**src/rtl/serial_data_receiver_if.sv**
```systemverilog
// Serial frame link bundle: line input plus deserialised word and status pulses.
interface serial_data_receiver_if;
   logic       serial_in;
   logic [6:0] out_data;
   logic       data_valid;
   logic       parity_err;
   logic       frame_err;
   logic       busy;

   modport master (
      output serial_in,
      input  out_data, data_valid, parity_err, frame_err, busy
   );

   modport slave (
      input  serial_in,
      output out_data, data_valid, parity_err, frame_err, busy
   );
endinterface

```
**src/rtl/serial_data_receiver.sv**
```systemverilog
// Receiver for the 10-bit serial frame (start, 7 data MSB first, even parity, stop)
// with saturating good/error frame counters.
module serial_data_receiver #(
   parameter int unsigned CNT_W = 8
) (
   input  logic                 clk,
   input  logic                 rst_n,
   input  logic                 cnt_clr,
   serial_data_receiver_if.slave bus,
   output logic [CNT_W-1:0]     good_cnt,
   output logic [CNT_W-1:0]     err_cnt
);

   localparam int unsigned DATA_W = 7;
   localparam int unsigned IDX_W  = 3;

   localparam logic [1:0] IDLE   = 2'd0;
   localparam logic [1:0] DATA   = 2'd1;
   localparam logic [1:0] PARITY = 2'd2;
   localparam logic [1:0] STOP   = 2'd3;

   localparam logic [CNT_W-1:0] CNT_MAX = '1;

   logic [1:0]        state_q,  state_nxt;
   logic [IDX_W-1:0]  idx_q,    idx_nxt;
   logic [DATA_W-1:0] shift_q,  shift_nxt;
   logic              par_q,    par_nxt;
   logic [DATA_W-1:0] out_nxt;
   logic              dv_nxt, pe_nxt, fe_nxt, busy_nxt;
   logic [CNT_W-1:0]  good_nxt, err_nxt;
   logic              good_inc, err_inc;

   // State register and all registered outputs
   always_ff @(posedge clk or negedge rst_n) begin
      if (!rst_n) begin
         state_q        <= IDLE;
         idx_q          <= '0;
         shift_q        <= '0;
         par_q          <= 1'b0;
         bus.out_data   <= '0;
         bus.data_valid <= 1'b0;
         bus.parity_err <= 1'b0;
         bus.frame_err  <= 1'b0;
         bus.busy       <= 1'b0;
         good_cnt       <= '0;
         err_cnt        <= '0;
      end else begin
         state_q        <= state_nxt;
         idx_q          <= idx_nxt;
         shift_q        <= shift_nxt;
         par_q          <= par_nxt;
         bus.out_data   <= out_nxt;
         bus.data_valid <= dv_nxt;
         bus.parity_err <= pe_nxt;
         bus.frame_err  <= fe_nxt;
         bus.busy       <= busy_nxt;
         good_cnt       <= good_nxt;
         err_cnt        <= err_nxt;
      end
   end

   // Next-state, datapath and status evaluation
   always_comb begin
      state_nxt = state_q;
      idx_nxt   = idx_q;
      shift_nxt = shift_q;
      par_nxt   = par_q;
      out_nxt   = bus.out_data;
      dv_nxt    = 1'b0;
      pe_nxt    = 1'b0;
      fe_nxt    = 1'b0;
      good_inc  = 1'b0;
      err_inc   = 1'b0;

      case (state_q)
         IDLE: begin
            if (bus.serial_in) begin
               state_nxt = DATA;
               idx_nxt   = IDX_W'(DATA_W - 1);
            end
         end
         DATA: begin
            shift_nxt = {shift_q[DATA_W-2:0], bus.serial_in};
            if (idx_q == '0) state_nxt = PARITY;
            else             idx_nxt   = idx_q - IDX_W'(1);
         end
         PARITY: begin
            par_nxt   = bus.serial_in;
            state_nxt = STOP;
         end
         STOP: begin
            // A bad stop bit takes precedence over a parity mismatch
            state_nxt = IDLE;
            if (!bus.serial_in) begin
               fe_nxt  = 1'b1;
               err_inc = 1'b1;
            end else if (par_q != ^shift_q) begin
               pe_nxt  = 1'b1;
               err_inc = 1'b1;
            end else begin
               out_nxt  = shift_q;
               dv_nxt   = 1'b1;
               good_inc = 1'b1;
            end
         end
         default: state_nxt = IDLE;
      endcase

      busy_nxt = (state_nxt != IDLE);

      // Clear beats a coincident completion; counts stick at all-ones
      good_nxt = good_cnt;
      err_nxt  = err_cnt;
      if (cnt_clr) begin
         good_nxt = '0;
         err_nxt  = '0;
      end else begin
         if (good_inc && good_cnt != CNT_MAX) good_nxt = good_cnt + CNT_W'(1);
         if (err_inc  && err_cnt  != CNT_MAX) err_nxt  = err_cnt  + CNT_W'(1);
      end
   end

endmodule

```
**src/flat_wrapper.sv**
```systemverilog
// flat-port wrapper written by rule: the top's interface ports become plain ports
module serial_data_receiver_flat 
#(
   parameter int unsigned CNT_W = 8
)
  (clk, rst_n, cnt_clr, good_cnt, err_cnt, bus_serial_in, bus_out_data, bus_data_valid, bus_parity_err, bus_frame_err, bus_busy);
  serial_data_receiver_if bus_i ();
  input  logic clk;
  input  logic rst_n;
  input  logic cnt_clr;
  output logic [CNT_W-1:0] good_cnt;
  output logic [CNT_W-1:0] err_cnt;
  input wire logic [$bits(bus_i.serial_in)-1:0] bus_serial_in;
  output wire logic [$bits(bus_i.out_data)-1:0] bus_out_data;
  output wire logic [$bits(bus_i.data_valid)-1:0] bus_data_valid;
  output wire logic [$bits(bus_i.parity_err)-1:0] bus_parity_err;
  output wire logic [$bits(bus_i.frame_err)-1:0] bus_frame_err;
  output wire logic [$bits(bus_i.busy)-1:0] bus_busy;
  assign bus_i.serial_in = bus_serial_in;
  assign bus_out_data = bus_i.out_data;
  assign bus_data_valid = bus_i.data_valid;
  assign bus_parity_err = bus_i.parity_err;
  assign bus_frame_err = bus_i.frame_err;
  assign bus_busy = bus_i.busy;
  serial_data_receiver #(.CNT_W(CNT_W)) u_core (.clk(clk), .rst_n(rst_n), .cnt_clr(cnt_clr), .bus(bus_i), .good_cnt(good_cnt), .err_cnt(err_cnt));
endmodule
```
**config.mk**
```make
export PLATFORM = sky130hd
export DESIGN_NAME = serial_data_receiver_flat
export DESIGN_NICKNAME = d
export VERILOG_FILES = /design/src/rtl/serial_data_receiver_if.sv /design/src/rtl/serial_data_receiver.sv /design/src/flat_wrapper.sv
export SDC_FILE = /design/constraint.sdc
export NUM_CORES = 1
export LEC_CHECK = 0
export CORE_MARGIN = 1.5
export CORE_UTILIZATION = 34
export CTS_CLUSTER_SIZE = 30
export DETAILED_ROUTE_END_ITERATION = 6
export DONT_BUFFER_PORTS = 1
export GPL_ROUTABILITY_DRIVEN = 1
export PLACE_DENSITY = 0.59
export SETUP_SLACK_MARGIN = 0.3
export SYNTH_ARGS = -nofsm -noshare
export SYNTH_HDL_FRONTEND = slang
export SYNTH_SLANG_ARGS = --single-unit
```
**constraint.sdc**
```tcl
create_clock -name clk -period 4.15 [get_ports clk]
set_clock_uncertainty 0.15 [all_clocks]
set_input_delay 0.415 -clock clk [delete_from_list [all_inputs] [get_ports clk]]
set_output_delay 0.415 -clock clk [all_outputs]
set_load 0.05 [all_outputs]
```
Word-level counts from Yosys, hierarchy flattened. Index checks and enable logic that the tools add are counted.

Add/subtract/negate cells: 3. Eq/ne operators: 8. Mux-type cells: 20. Bitwise operators: 1. Reductions and logical operators: 11.

Operator list (number): $mux W8 (4); $add A8 B1 Y8 const B (2); $ne A8 B8 Y1 const B (2); $mux W1 (10); $pmux W2 S4 (1); $reduce_bool A2 Y1 (4); $reduce_xor A7 Y1 (1); $mux W3 (2); $pmux W3 S2 (1); $reduce_and A3 Y1 (2); $eq A2 B2 Y1 const B (2); $mux W2 (2); $ne A2 B2 Y1 const B (2); $logic_not A3 Y1 (1); $sub A3 B1 Y3 const B (1); $eq A2 B1 Y1 const B (1); $logic_and A1 B1 Y1 (2); $logic_not A2 Y1 (1); $ne A1 B1 Y1 (1); $not A1 Y1 (1).

Register bits after elaboration: 40. Bits of input ports: 4. Output and inout bits: 27. Word-level logic and storage cells: 54.

Longest topological paths before layout.
Word-level depth: 8. Mapped depth: 7.

Worst setup path after synthesis. OpenSTA, ideal clock, no wires.

Path kind: reg-to-reg. Start point: register u_core.err_cnt[0]. End point: register u_core.err_cnt[6]. Setup time: 0.125 ns. Arrival time: 1.997 ns. Slack: 1.879 ns. Stages on the path, launching flop included: 7. Clock period less this slack: 2.271 ns. Cells stage by stage: dfrtp_1 ha_1 nand4_1 nor2_1 or4_1 a21oi_1 mux2_2.

Word-level cells in the longest chain between the ends: 3.

Ends and longest elaborated chain: from (decl) (RTL line serial_data_receiver.sv:11) `output logic [CNT_W-1:0] err_cnt`; from (signal assigned) (RTL line serial_data_receiver.sv:58) `err_cnt <= err_nxt;`; $add A8 B1 Y8 or $ne A8 B8 Y1 (tied branches) (RTL line serial_data_receiver.sv:119) `if (err_inc && err_cnt != CNT_MAX) err_nxt = err_cnt + CNT_W'(1);`; $mux W8 or $logic_and A1 B1 Y1 (tied branches) (RTL line serial_data_receiver.sv:119); $mux W8 or $reduce_bool A2 Y1 (tied branches).

Several ways; a longest one is shown, not always the timed one. The select of a mux whose other input is x is not followed. A chain may end at the register's enable or synchronous reset.

Worst setup path after layout. Same ends and word-level chain as after synthesis.

==> impl_results.md <==
* Status: complete, no violations
* First-pass GRT wire length at 6.56 mm
* Post-synth EDFFs at 0
* CTS buffer count at 5
* Hold Fails Final Rpt at 0
* Slew Limit Headroom at 56.8%
* Clock Latency Late Sink at 0.29 ns
* Slew Limit Fails at 0
* Worst hold path class: input port to register
* Number of DRC markers in iteration 0 at 79
* Adder-Cell Fraction of Synth Area at 2.47%
* IO buf count at 0
* Warnings, synthesis at 0
* Detailed-route via count at 1347
* Std-Cell Rows at 27
* Crit-path slowest cell: dfrtp_1
* Worst Setup End Kind: register
* Die area at 0.00644 sq mm
* Dpl ws at 1.76 ns
* Xor/xnor share of the synthesized area at 3.82%
* Drt wl/cell at 14.5 um
* CTS Buffer Depth at 2
* Filler cell count at 553
* Post-DP HPWL at 2.66 mm
* Synth Cell Area at 0.00203 sq mm
* Clock Sinks at 40
* Inserted Diodes at 0
* Clock slew at reported path FFs at 0.08 ns
* Htree depth at 2
* Synth Area in Compound Gates at 6.72%
* Post-synth top flop: dfrtp_1
* Residual DRC at 0
* Die width at 80.3 um
* Mux cell area share after synthesis at 15.4%
* Worst Path Arrival at 2.43 ns
* Max Fclk at 416 MHz
* Final worst path period share at 58.0%
* Crit path cell chain: ha_1 > nand4_1 > nor2_1 > or4_1 > a21oi_1 > mux2_2
* Register area share after synthesis at 49.3%
* Setup WS post-layout at 1.74 ns
* Syn-to-layout area delta at 10.5%
* IR Drop Worst-Case VDD at 0.000307 V
* MaxCap Viol Count at 0
* Unique masters post-synth at 35
* Pwr/cell area at 805 mW/mm^2
* Syn_nets at 197
* GP Congestion at 0.755
* Critical Path RT at 4.17 ns
* Slew @ Worst Pin at 0.646 ns
* Final WL at 3.82 mm
* Util after Layout at 39.8%
* Nature of the critical path startpoint: register
* Antenna violations before repair at 0
* Gr usage total at 13.2%
* CTS tree: built
* DIE HEIGHT at 80.3 um
* CTS-repair resized insts at 0
* Largest family of logic cells by synthesized area: simple AND/OR/NAND/NOR gates
* Min Hold Slack at 0.0255 ns
* RSZ-0062 raised after global routing: false
* Crit Path Class: register to register
* GRT overflow at 0
* Leak Pwr at 0.000961 uW
* Synth Register Bits at 40
* Post-synthesis cell count at 189
* Initial Util at 36.0%
* Clock root buffer: clkbuf_8
* Final min period at 2.41 ns
* Final setup fails at 0
* Layout cells sized above 1 at 21.5%
* Vias in the first global route at 1360
* Setup TNS Final at 0 ns
* CP max stage delay at 0.61 ns
* Core Area at 0.00564 sq mm
* Simple-gate share of the synthesized area at 19.9%
* Via density per instance at 5.12
* Fraction of registers with async set/reset at 100%
* # IOs at 31
* Synth Area per Inst at 10.7 sq um
* Crit path max fanout at 6
* DRT antenna net count at 0
* Largest net degree at the start of global routing at 41
* Nets at 198
* Drt pass-1 iters at 4
[synth_stat cells, types with 3 or more instances]
library cell	instances	area share, %
dfrtp_1	40	49
ha_1	4	2.5
nand4_1	3	0.92
nand3_1	6	1.5
nor2b_1	13	4.0
mux2_2	26	14
clkbuf_1	6	1.1
nand2b_1	6	1.8
nor2_1	19	3.5
xnor2_1	6	2.6
a21oi_1	10	2.5
nand2_1	8	1.5
o21ai_0	4	0.99
and3_1	6	1.8
nor4_1	3	0.92
inv_1	4	0.74
[critical path: cells and delay by family, from the launching register on]
kind	cells	cell delay, ns
DFF	1	0.61
muxes	1	0.35
and+or+nand+nor	3	0.68
AOI/OAI and AO/OA	1	0.14
adders and majority gates	1	0.37
[cell usage in the layout (no fill, tap or decap), drive strengths merged]
cell type and instances:
dfrtp 40, mux2 26, nor2 20, nor2b 13
a21oi 10, nand2 8, clkbuf 7, xnor2 7
nand2b 6, and3 6, nand3 6, inv 4
o21ai 4, ha 4, nand4 3, nor4 3
or4 3, nor3 2, a211oi 2, o31ai 2
mux2i 2, and2 1, xor2 1, and4 1
nor4b 1, o22ai 1, nand3b 1, or2 1
a2111oi 1, a31oi 1, a311oi 1, bufinv 1
buf 1, dlygate4sd3 1
[path summary, 6_finish.rpt]
| check | startpoint | to | slack, ns | depth (start not counted) |
|---|---|---|---|---|
| worst max register to register | u_core.err_cnt[0] | u_core.err_cnt[6] | 1.74 | 6 |
| worst max-delay path | u_core.err_cnt[0] | u_core.err_cnt[6] | 1.74 | 6 |
| max in group asynchronous | rst_n | u_core.err_cnt[0] | 3.22 | 2 |
| min in group asynchronous | rst_n | u_core.shift_q[3] | 0.44 | 2 |
| worst min register to register | u_core.par_q | u_core.par_q | 0.39 | 1 |
| worst min-delay path | cnt_clr | u_core.good_cnt[2] | 0.03 | 1 |
[cell type report]
cell class	count	area (sq um)	area share (%)
Tap cell	72	90.1	4.02
Timing Repair Buffer	2	30.0	1.34
Clock inverter	1	30.0	1.34
Sequential cell	40	1000	44.6
Clock buffer	7	96.3	4.29
Multi-Input combinational cell	137	981	43.7
Inverter	4	15.0	0.669
[logic make-up after synthesis]
| group | Yosys count |
|---|---|
| and+or+nand+nor | 75 |
| AOI/OAI and AO/OA | 22 |
| muxes | 28 |
| xor gates and xnor gates | 8 |
| DFF | 40 |
| buffers and inverters | 12 |
| adders and majority gates | 4 |
[routing by layer]
layer	global-route usage, %	part of all wire (%)	up-vias
met5	0	0	-
met4	5.17	1.5	0
met3	4.66	5.8	5
met2	20.8	46	25
met1	16.6	46	649
li1	-	-	668
[through the flow]
step | area [sq um] | power, uW | cells
finish | 2240 | 1810 | 263
global route | 2240 | 1940 | 263
CTS | 2240 | 1830 | 263
detailed placement | 2090 | 1470 | 253
global placement | 2090 | 1460 | 253
floorplan | 2030 | 1320 | 189
[repair_timing]
item	CTS	global route
hold buffers	2	0
setup endpoints to repair	0	0
hold endpoints to repair	40	0
buffers inserted	0	0
[registers in the layout, summed over array words and instances, names as in the netlist]
| signal | cells |
|---|---|
| u_core.err_cnt | 8 |
| u_core.shift_q | 7 |
| u_core.bus.out_data | 7 |
| u_core.bus.busy | 1 |
| u_core.bus.data_valid | 1 |
| u_core.bus.frame_err | 1 |
| u_core.state_q | 2 |
| u_core.idx_q | 3 |
| u_core.bus.parity_err | 1 |
| u_core.par_q | 1 |
| u_core.good_cnt | 8 |
[where the power goes]
part | switching [uW] | internal (uW) | total, uW
registers | 264 | 499 | 763
clock network | 129 | 212 | 341
logic | 429 | 274 | 703
Power figures use the tool's default switching activity.
